**config.mk**
```make
export PLATFORM = sky130hd
export DESIGN_NAME = inst_aligner
export DESIGN_NICKNAME = d
export VERILOG_FILES = /design/src/rtl/inst_aligner.sv
export SDC_FILE = /design/constraint.sdc
export NUM_CORES = 1
export LEC_CHECK = 0
export CELL_PAD_IN_SITES_DETAIL_PLACEMENT = 1
export CELL_PAD_IN_SITES_GLOBAL_PLACEMENT = 1
export CORE_AREA = 2 2 135 137
export CTS_BUF_LIST = sky130_fd_sc_hd__clkbuf_4 sky130_fd_sc_hd__clkbuf_8
export CTS_CLUSTER_SIZE = 30
export DETAILED_ROUTE_END_ITERATION = 8
export DIE_AREA = 0 0 137 139
export PLACE_DENSITY_LB_ADDON = 0.1
export SKIP_LAST_GASP = 1
export SLEW_MARGIN = 20
export SYNTH_ARGS = -nofsm -noshare
export SYNTH_HDL_FRONTEND = slang
export SYNTH_SLANG_ARGS = --single-unit
```
**constraint.sdc**
```tcl
create_clock -name clk_in -period 4.1 [get_ports clk_in]
set_input_delay 0.615 -clock clk_in [delete_from_list [all_inputs] [get_ports clk_in]]
set_output_delay 0.615 -clock clk_in [all_outputs]
set_load 0.02 [all_outputs]
```
**src/rtl/inst_aligner.sv**
```systemverilog
// inst_aligner: turns word-aligned fetch data into a stream of RV32IC
// instructions with PCs, splitting compressed pairs and stitching spans.
module inst_aligner #(
    parameter logic [31:0] RESET_PC = 32'h0000_0000
) (
    input  logic        clk_in,
    input  logic        rst_in,
    input  logic        flush_in,
    input  logic [31:0] flush_pc_in,
    output logic        fetch_req_out,
    output logic [31:0] fetch_addr_out,
    input  logic        fetch_valid_in,
    input  logic [31:0] fetch_data_in,
    output logic        inst_valid_out,
    input  logic        inst_ready_in,
    output logic [31:0] inst_out,
    output logic [31:0] inst_pc_out,
    output logic        inst_is_c_out
);

    typedef enum logic [1:0] {
        IDLE = 2'd0,
        REQ  = 2'd1,
        EMIT = 2'd2
    } state_t;

    state_t      state;
    state_t      state_nx;

    logic [31:1] pc;
    logic [31:0] word_buf;
    logic [15:0] span_half;
    logic        span_pend;
    logic [31:0] fetch_addr;

    logic        lo_c;
    logic        hi_c;
    logic        cand_valid;
    logic [31:0] cand_inst;
    logic        cand_c;
    logic        emit_valid;
    logic        accept;
    logic        stay;
    logic        leave;
    logic        stall_span;

    // Bit 0 of any PC is architecturally zero and is dropped on purpose.
    logic        unused_bits;
    assign unused_bits = flush_pc_in[0];

    assign lo_c = (word_buf[1:0] != 2'b11);
    assign hi_c = (word_buf[17:16] != 2'b11);

    // Pick the instruction at pc out of the buffered word (and span half).
    always_comb begin
        cand_valid = 1'b0;
        cand_inst  = 32'h0;
        cand_c     = 1'b0;
        if (span_pend) begin
            cand_valid = 1'b1;
            cand_inst  = {word_buf[15:0], span_half};
        end else if (!pc[1]) begin
            cand_valid = 1'b1;
            if (lo_c) begin
                cand_c    = 1'b1;
                cand_inst = {16'h0, word_buf[15:0]};
            end else begin
                cand_inst = word_buf;
            end
        end else if (hi_c) begin
            cand_valid = 1'b1;
            cand_c     = 1'b1;
            cand_inst  = {16'h0, word_buf[31:16]};
        end
    end

    assign emit_valid = (state == EMIT) && cand_valid;
    assign accept     = emit_valid && inst_ready_in;
    assign stall_span = (state == EMIT) && !cand_valid;
    // Stay on the same word after a span or a low compressed half.
    assign stay       = accept && (span_pend || (!pc[1] && cand_c));
    assign leave      = accept && !stay;

    // State register.
    always_ff @(posedge clk_in or posedge rst_in) begin
        if (rst_in) begin
            state <= IDLE;
        end else begin
            state <= state_nx;
        end
    end

    // Next-state logic; a flush always returns to IDLE.
    always_comb begin
        state_nx = state;
        if (flush_in) begin
            state_nx = IDLE;
        end else begin
            case (state)
                IDLE:    state_nx = REQ;
                REQ:     if (fetch_valid_in) state_nx = EMIT;
                EMIT:    if (stall_span || leave) state_nx = REQ;
                default: state_nx = IDLE;
            endcase
        end
    end

    // Output decode from the current state and buffered data.
    always_comb begin
        fetch_req_out  = (state == REQ);
        fetch_addr_out = fetch_addr;
        inst_valid_out = emit_valid;
        inst_out       = emit_valid ? cand_inst : 32'h0;
        inst_is_c_out  = emit_valid && cand_c;
        inst_pc_out    = {pc, 1'b0};
    end

    // PC, fetch address, word buffer and span bookkeeping.
    always_ff @(posedge clk_in or posedge rst_in) begin
        if (rst_in) begin
            pc         <= RESET_PC[31:1];
            word_buf   <= 32'h0;
            span_half  <= 16'h0;
            span_pend  <= 1'b0;
            fetch_addr <= {RESET_PC[31:2], 2'b00};
        end else if (flush_in) begin
            pc         <= flush_pc_in[31:1];
            span_pend  <= 1'b0;
            fetch_addr <= {flush_pc_in[31:2], 2'b00};
        end else begin
            case (state)
                IDLE: begin
                    fetch_addr <= {pc[31:2], 2'b00};
                end
                REQ: begin
                    if (fetch_valid_in) begin
                        word_buf <= fetch_data_in;
                    end
                end
                EMIT: begin
                    if (stall_span) begin
                        span_half  <= word_buf[31:16];
                        span_pend  <= 1'b1;
                        fetch_addr <= fetch_addr + 32'd4;
                    end else if (accept) begin
                        if (span_pend) begin
                            pc        <= pc + 31'd2;
                            span_pend <= 1'b0;
                        end else if (stay) begin
                            pc <= pc + 31'd1;
                        end else begin
                            pc <= pc + (pc[1] ? 31'd1 : 31'd2);
                        end
                        if (leave) begin
                            fetch_addr <= fetch_addr + 32'd4;
                        end
                    end
                end
                default: begin
                end
            endcase
        end
    end

endmodule

```
# Yosys cells after proc, flatten, opt, wreduce, memory -nomap -nowiden
# Index checks and enable logic that the tools add are counted.
# totals
reg_bits	114
word_cells	74
# op_classes
add_sub_neg	4
eq_ne	9
mux	31
bitwise	1
reduce_logical	23
# ops
op	count
32-bit 2-to-1 mux	8
31-bit 2-to-1 mux	6
32-bit case mux with 2 select lines	1
32-bit by 3-bit adder with 32-bit output, second input constant	1
31-bit by 1-bit adder with 31-bit output, second input constant	1
31-bit by 2-bit adder with 31-bit output	1
31-bit by 2-bit adder with 31-bit output, second input constant	1
16-bit 2-to-1 mux	1
3-bit AND reduction	4
1-bit 2-to-1 mux	10
2-bit 2-to-1 mux	4
4-bit inequality test, second input constant	2
1-bit logical AND	7
2-bit inequality test, second input constant	3
3-bit by 2-bit inequality test with 1-bit output, second input constant	2
2-bit case mux with 3 select lines	1
3-bit nonzero test	2
2-bit AND reduction	2
2-bit nonzero test	2
1-bit zero test	3
2-bit by 1-bit == test with 1-bit output, second input constant	1
2-bit == test, second input constant	1
2-bit zero test	1
1-bit logical OR	2
1-bit NOT	1

# Logic depth before layout (Yosys ltp)
# depth
depth_word	14
depth_mapped	12
ltp_nobuf	9

# Worst setup path before layout
# OpenSTA, ideal clock, no wires.
# synth_path
kind	flip-flop to flip-flop
startpoint	reg pc[1] in the netlist's numbering
endpoint	reg pc[26] in the netlist's numbering
t_arrival_ps	2637
t_required_ps	4018
slack_ps	1381
path_stages_with_launch	13
synth_period_minus_slack_ps	2719
path_cell_list	dfrtp_1 -> buf_6 -> and4b_1 -> buf_6 -> a311oi_1 -> nor2_1 -> ha_1 -> a21oi_1 -> o21ai_2 -> nand3_2 -> buf_6 -> or4_1 -> a31oi_1
# synth_via
elab_chain_len	11
elab_cells_between_ends	25
classes_between	add/sub (3); eq/ne (1); mux (11); reduce/logical (10)
# synth_lines
element	line_no	source
start: declaration	30	logic [31:1] pc;
start signal: assignment	121	pc <= RESET_PC[31:1];
start signal: assignment	127	pc <= flush_pc_in[31:1];
start signal: assignment	147	pc <= pc + 31'd2;
parallel branches: the longest is 11 deep, another holds 31-bit by 2-bit adder with 31-bit output	--	
# Several ways; the timed one is not identified. The select of a mux whose other input is x is not followed.
# A chain may end at the register's enable or synchronous reset.

# Worst setup path after layout
# layout_path
startpoint	reg span_pend
endpoint	out inst_out[31]
# layout_via
elab_chain_len	3
elab_cells_between_ends	4
classes_between	mux (3); reduce/logical (1)
# layout_lines
element	line_no	source
start: declaration	33	logic span_pend;
start signal: assignment	124	span_pend <= 1'b0;
start signal: assignment	128	span_pend <= 1'b0;
start signal: assignment	143	span_pend <= 1'b1;
1-bit 2-to-1 mux	59	if (span_pend) begin
1-bit logical AND	77	assign emit_valid = (state == EMIT) && cand_valid;
32-bit 2-to-1 mux (*)	113	inst_out = emit_valid ? cand_inst : 32'h0;
end: declaration	16	output logic [31:0] inst_out,
# Every way passes the cells marked *; elsewhere a longest branch is shown, timed or not.

==> impl_metrics.toml <==
[status]
status = "finished, final reports clean"

[timing]
rsz0062_at_grt = "false"
hold_viol = 0
skew_ns = 0.0222
fin_crit_ns = 3.51
min_period_over_period = 0.857
relSlewSlack = 0.331
final_max_slew_viol_count = 0
setup_viol = 0
clock.fmax_mhz = 285
tightest_slew_ns = 0.995
timing.setup.tns_ns = 0

[setup_path]
path_max_fanout = 29
crit_chain = "nand4b_1 -> nand2_1 -> buf_4 -> inv_1 -> nand3_1 -> nand2_1 -> clkdlybuf4s50_1"
worstSetupEndpointType = "output pin"
r2r-end = "pc[28]"
critPathRequiredTime_ns = 3.48
crit_type = "reg -> out"
reg2reg_slack_ns = 1.04
critPathMaxStageDelay_ns = 0.61
start_kind = "flip-flop"
worst-path-buf-inv = 3
critPathSlowestCell = "dfrtp_2"
regToRegStartpoint = "span_pend"
crit_family = "buffers and inverters"
crit_path_frequent_cell = "nand2_1"
worst_ep_arrival_time_ns = 2.90
r2r_cells = 9

[synth]
yosys.area_share.simple = 0.180
yosys_warnings = 0
synth.largest_area_cell = "dfrtp_1"
synth_fa_ha_area_frac = 0.00574
synth_top_area_share = 0.429
synthArstFlopShare = 1.00
synth_edf_count = 0
synth_top_family_by_area = "compound AO/OA/AOI/OAI gates"
synth_cell_types = 59
synth_seq_cells = 112
netlist_area_um2 = 6540
ys_top_cells_by_area = "dfrtp_1 43%, mux2_2 7.9%, o21ai_0 5.6%"
synth-seq-area-share = 0.429
yosys.area_share.xor_xnor = 0.0335
syn_avg_cell_area_um2 = 8.94
synthesis.instances = 731
synthFlopType = "dfrtp_1"
synth_mux_area_frac = 0.102
synth_compound_area_frac = 0.200

[floorplanning]
die_y_um = 139
rows = 49
io_pins = 168
fp.coreArea_um2 = 17700
start_util = 0.370
die_area_um2 = 19000
fp.dieW_um = 137

[pwr]
power_density_nw_per_um2 = 365
switchingPower_uw = 1160
sw_frac_of_total = 0.368
power_frac_comb = 0.293
seq_power_share = 0.483
p_int_uw = 1990
pwr-share-clk = 0.224
power_leakage_uw = 0.00343
peakVddDrop_mv = 0.202

[routing]
drt_iter0_drc = 347
drcViolationCount = 0
via_per_inst = 5.64
dr.pass1.iters = 4
final_antenna_net_count = 0
wl_per_cell_um = 20.2
drt_wl_total_mm = 22.4
vias = 6238

[clock_tree]
cts_tree = "done"
htree_levels = 3
cts_made_buffers = 9
clock-root-buffer = "clkbuf_8"
ctsHoldBuffers = 0
clock_sinks = 112
clk_latency_ns = 0.40
cts_setup_buffers = 0
clock_path_buffers = 2
clk_pin_slew_ns = 0.13
post_cts_resized = 0

[global_routing]
grt_first_pass_wirelength_mm = 35.4
grt_usage = 0.238
grt.overflow.total = 0
grt_max_degree = 63
grt_pass1_vias = 6508
antenna_found_initial = 1

[job]
maxCapViolCount = 0

[place]
place_hpwl_mm = 16.0
gp_congestion = 0.840
port_buffers = 163

[worst_hold_path]
whs_endpoint = "span_half[1]"
hp-class = "reg -> reg"
hold_start = "span_half[1]"
holdPathStages = 1

[finish]
multi_input_area_um2 = 3440
area_growth_pct = 31.7
nNetsFinal = 945
drive_above_1_share = 0.110
fill_cells = 2019
utilization = 0.488
regArea_um2 = 2800
n_antenna_cell = 0
==> layout by cell type, fill, tap and decap left out, types with 9 or more instances in the layout <==
cell / count
a22oi_1: 13
o31ai_1: 14
a21oi_1: 44
a31oi_1: 23
dfrtp_1: 111
buf_4: 20
nand4_1: 16
nand2_1: 76
clkbuf_8: 9
inv_1: 18
clkdlybuf4s50_1: 162
o21ai_0: 73
xor2_1: 20
nor2_1: 72
mux2i_1: 15
mux2_2: 46
nand3_1: 22
and3_1: 11
==> kinds of logic (layout without fill, tap and decap cells) <==
kind of cell,Yosys count,after routing
xor+xnor,25,25
simple gates,244,244
mux,61,61
buf+inv,74,219
fa+ha+maj,3,3
other cells,1,3
flops,112,112
compound gates,211,211
==> how the worst max path moves through the flow <==
stage          slack [ns]  cells past startpoint                 end     startpoint
6_report             0.59                      7        inst_out[31]      span_pend
5_1_grt              0.39                      7        inst_out[31]      span_pend
4_1_cts              0.56                      7        inst_out[31]      span_pend
3_5_place_dp         0.79                     10              pc[28]  inst_ready_in
3_3_place_gp         0.89                     10              pc[28]  inst_ready_in
2_1_floorplan        0.53                      1  fetch_addr_out[10]         rst_in
==> state kept, by name (all words and copies together), names as in the netlist <==
signal,count
state,2
fetch_addr_out,30
pc,31
span_pend,1
span_half,16
word_buf,32
==> routing by layer <==
layer  up-vias  wire length [um]  share of wire  GRT usage
met2       150             11200           0.50      0.402
li1       2923                 -              -          -
met3        25              1110          0.050     0.0453
met5         -                 0              0          0
met4         0               490          0.022     0.0754
met1      3140              9540           0.43      0.305
==> final cells by class <==
cell class / count / area share
Sequential cell: 112 / 0.326
Inverter: 19 / 0.00858
Clock buffer: 9 / 0.0144
Timing Repair Buffer: 184 / 0.209
Clock inverter: 7 / 0.00945
Multi-Input combinational cell: 547 / 0.400
Tap cell: 229 / 0.0333
==> power groups by stage <==
| stage | sequential (uW) | clock (uW) | combinational [uW] |
|---|---|---|---|
| 5_1_grt | 1560 | 771 | 1000 |
| 2_1_floorplan | 1560 | 0 | 473 |
| 6_report | 1520 | 706 | 921 |
| 3_3_place_gp | 1520 | 0 | 894 |
| 4_1_cts | 1520 | 726 | 934 |
| 3_5_place_dp | 1540 | 0 | 930 |
==> cells in the mapped netlist (6+ instances only) <==
| cell | count |
|---|---|
| nor3_1 | 6 |
| xor2_1 | 20 |
| mux2_2 | 46 |
| inv_1 | 19 |
| mux2i_1 | 15 |
| a21oi_1 | 44 |
| clkbuf_1 | 38 |
| nand4_1 | 16 |
| o21ai_0 | 73 |
| and2_1 | 6 |
| o31ai_1 | 14 |
| buf_2 | 6 |
| a31oi_1 | 23 |
| nand3_1 | 22 |
| o311a_1 | 6 |
| a41oi_1 | 6 |
| dfrtp_1 | 112 |
| nor2_1 | 72 |
| and3_1 | 11 |
| a22oi_1 | 13 |
| nand2_1 | 76 |
==> worst register-to-register path: stages (launching register included) <==
cell and delay [ns]:
dfrtp_2 0.71, and4b_1 0.37, a311oi_1 0.28, nor2_1 0.07, ha_1 0.32, a21oi_1 0.09, o21ai_2 0.25, nand3_2 0.25
or4_1 0.48, a31oi_1 0.18
==> metrics by stage <==
step,std cells,cell area (um2),hold slack (ns),total power (uW),setup slack [ns]
6_report,1107,8610,0.489,3150,0.586
3_5_place_dp,1091,8400,0.457,2470,0.786
3_3_place_gp,1091,8400,0.463,2410,0.886
5_1_grt,1107,8610,0.510,3330,0.390
4_1_cts,1107,8610,0.490,3180,0.560
2_1_floorplan,733,6550,0.440,2030,0.526
Note: power is estimated with default switching activity, not from simulation.
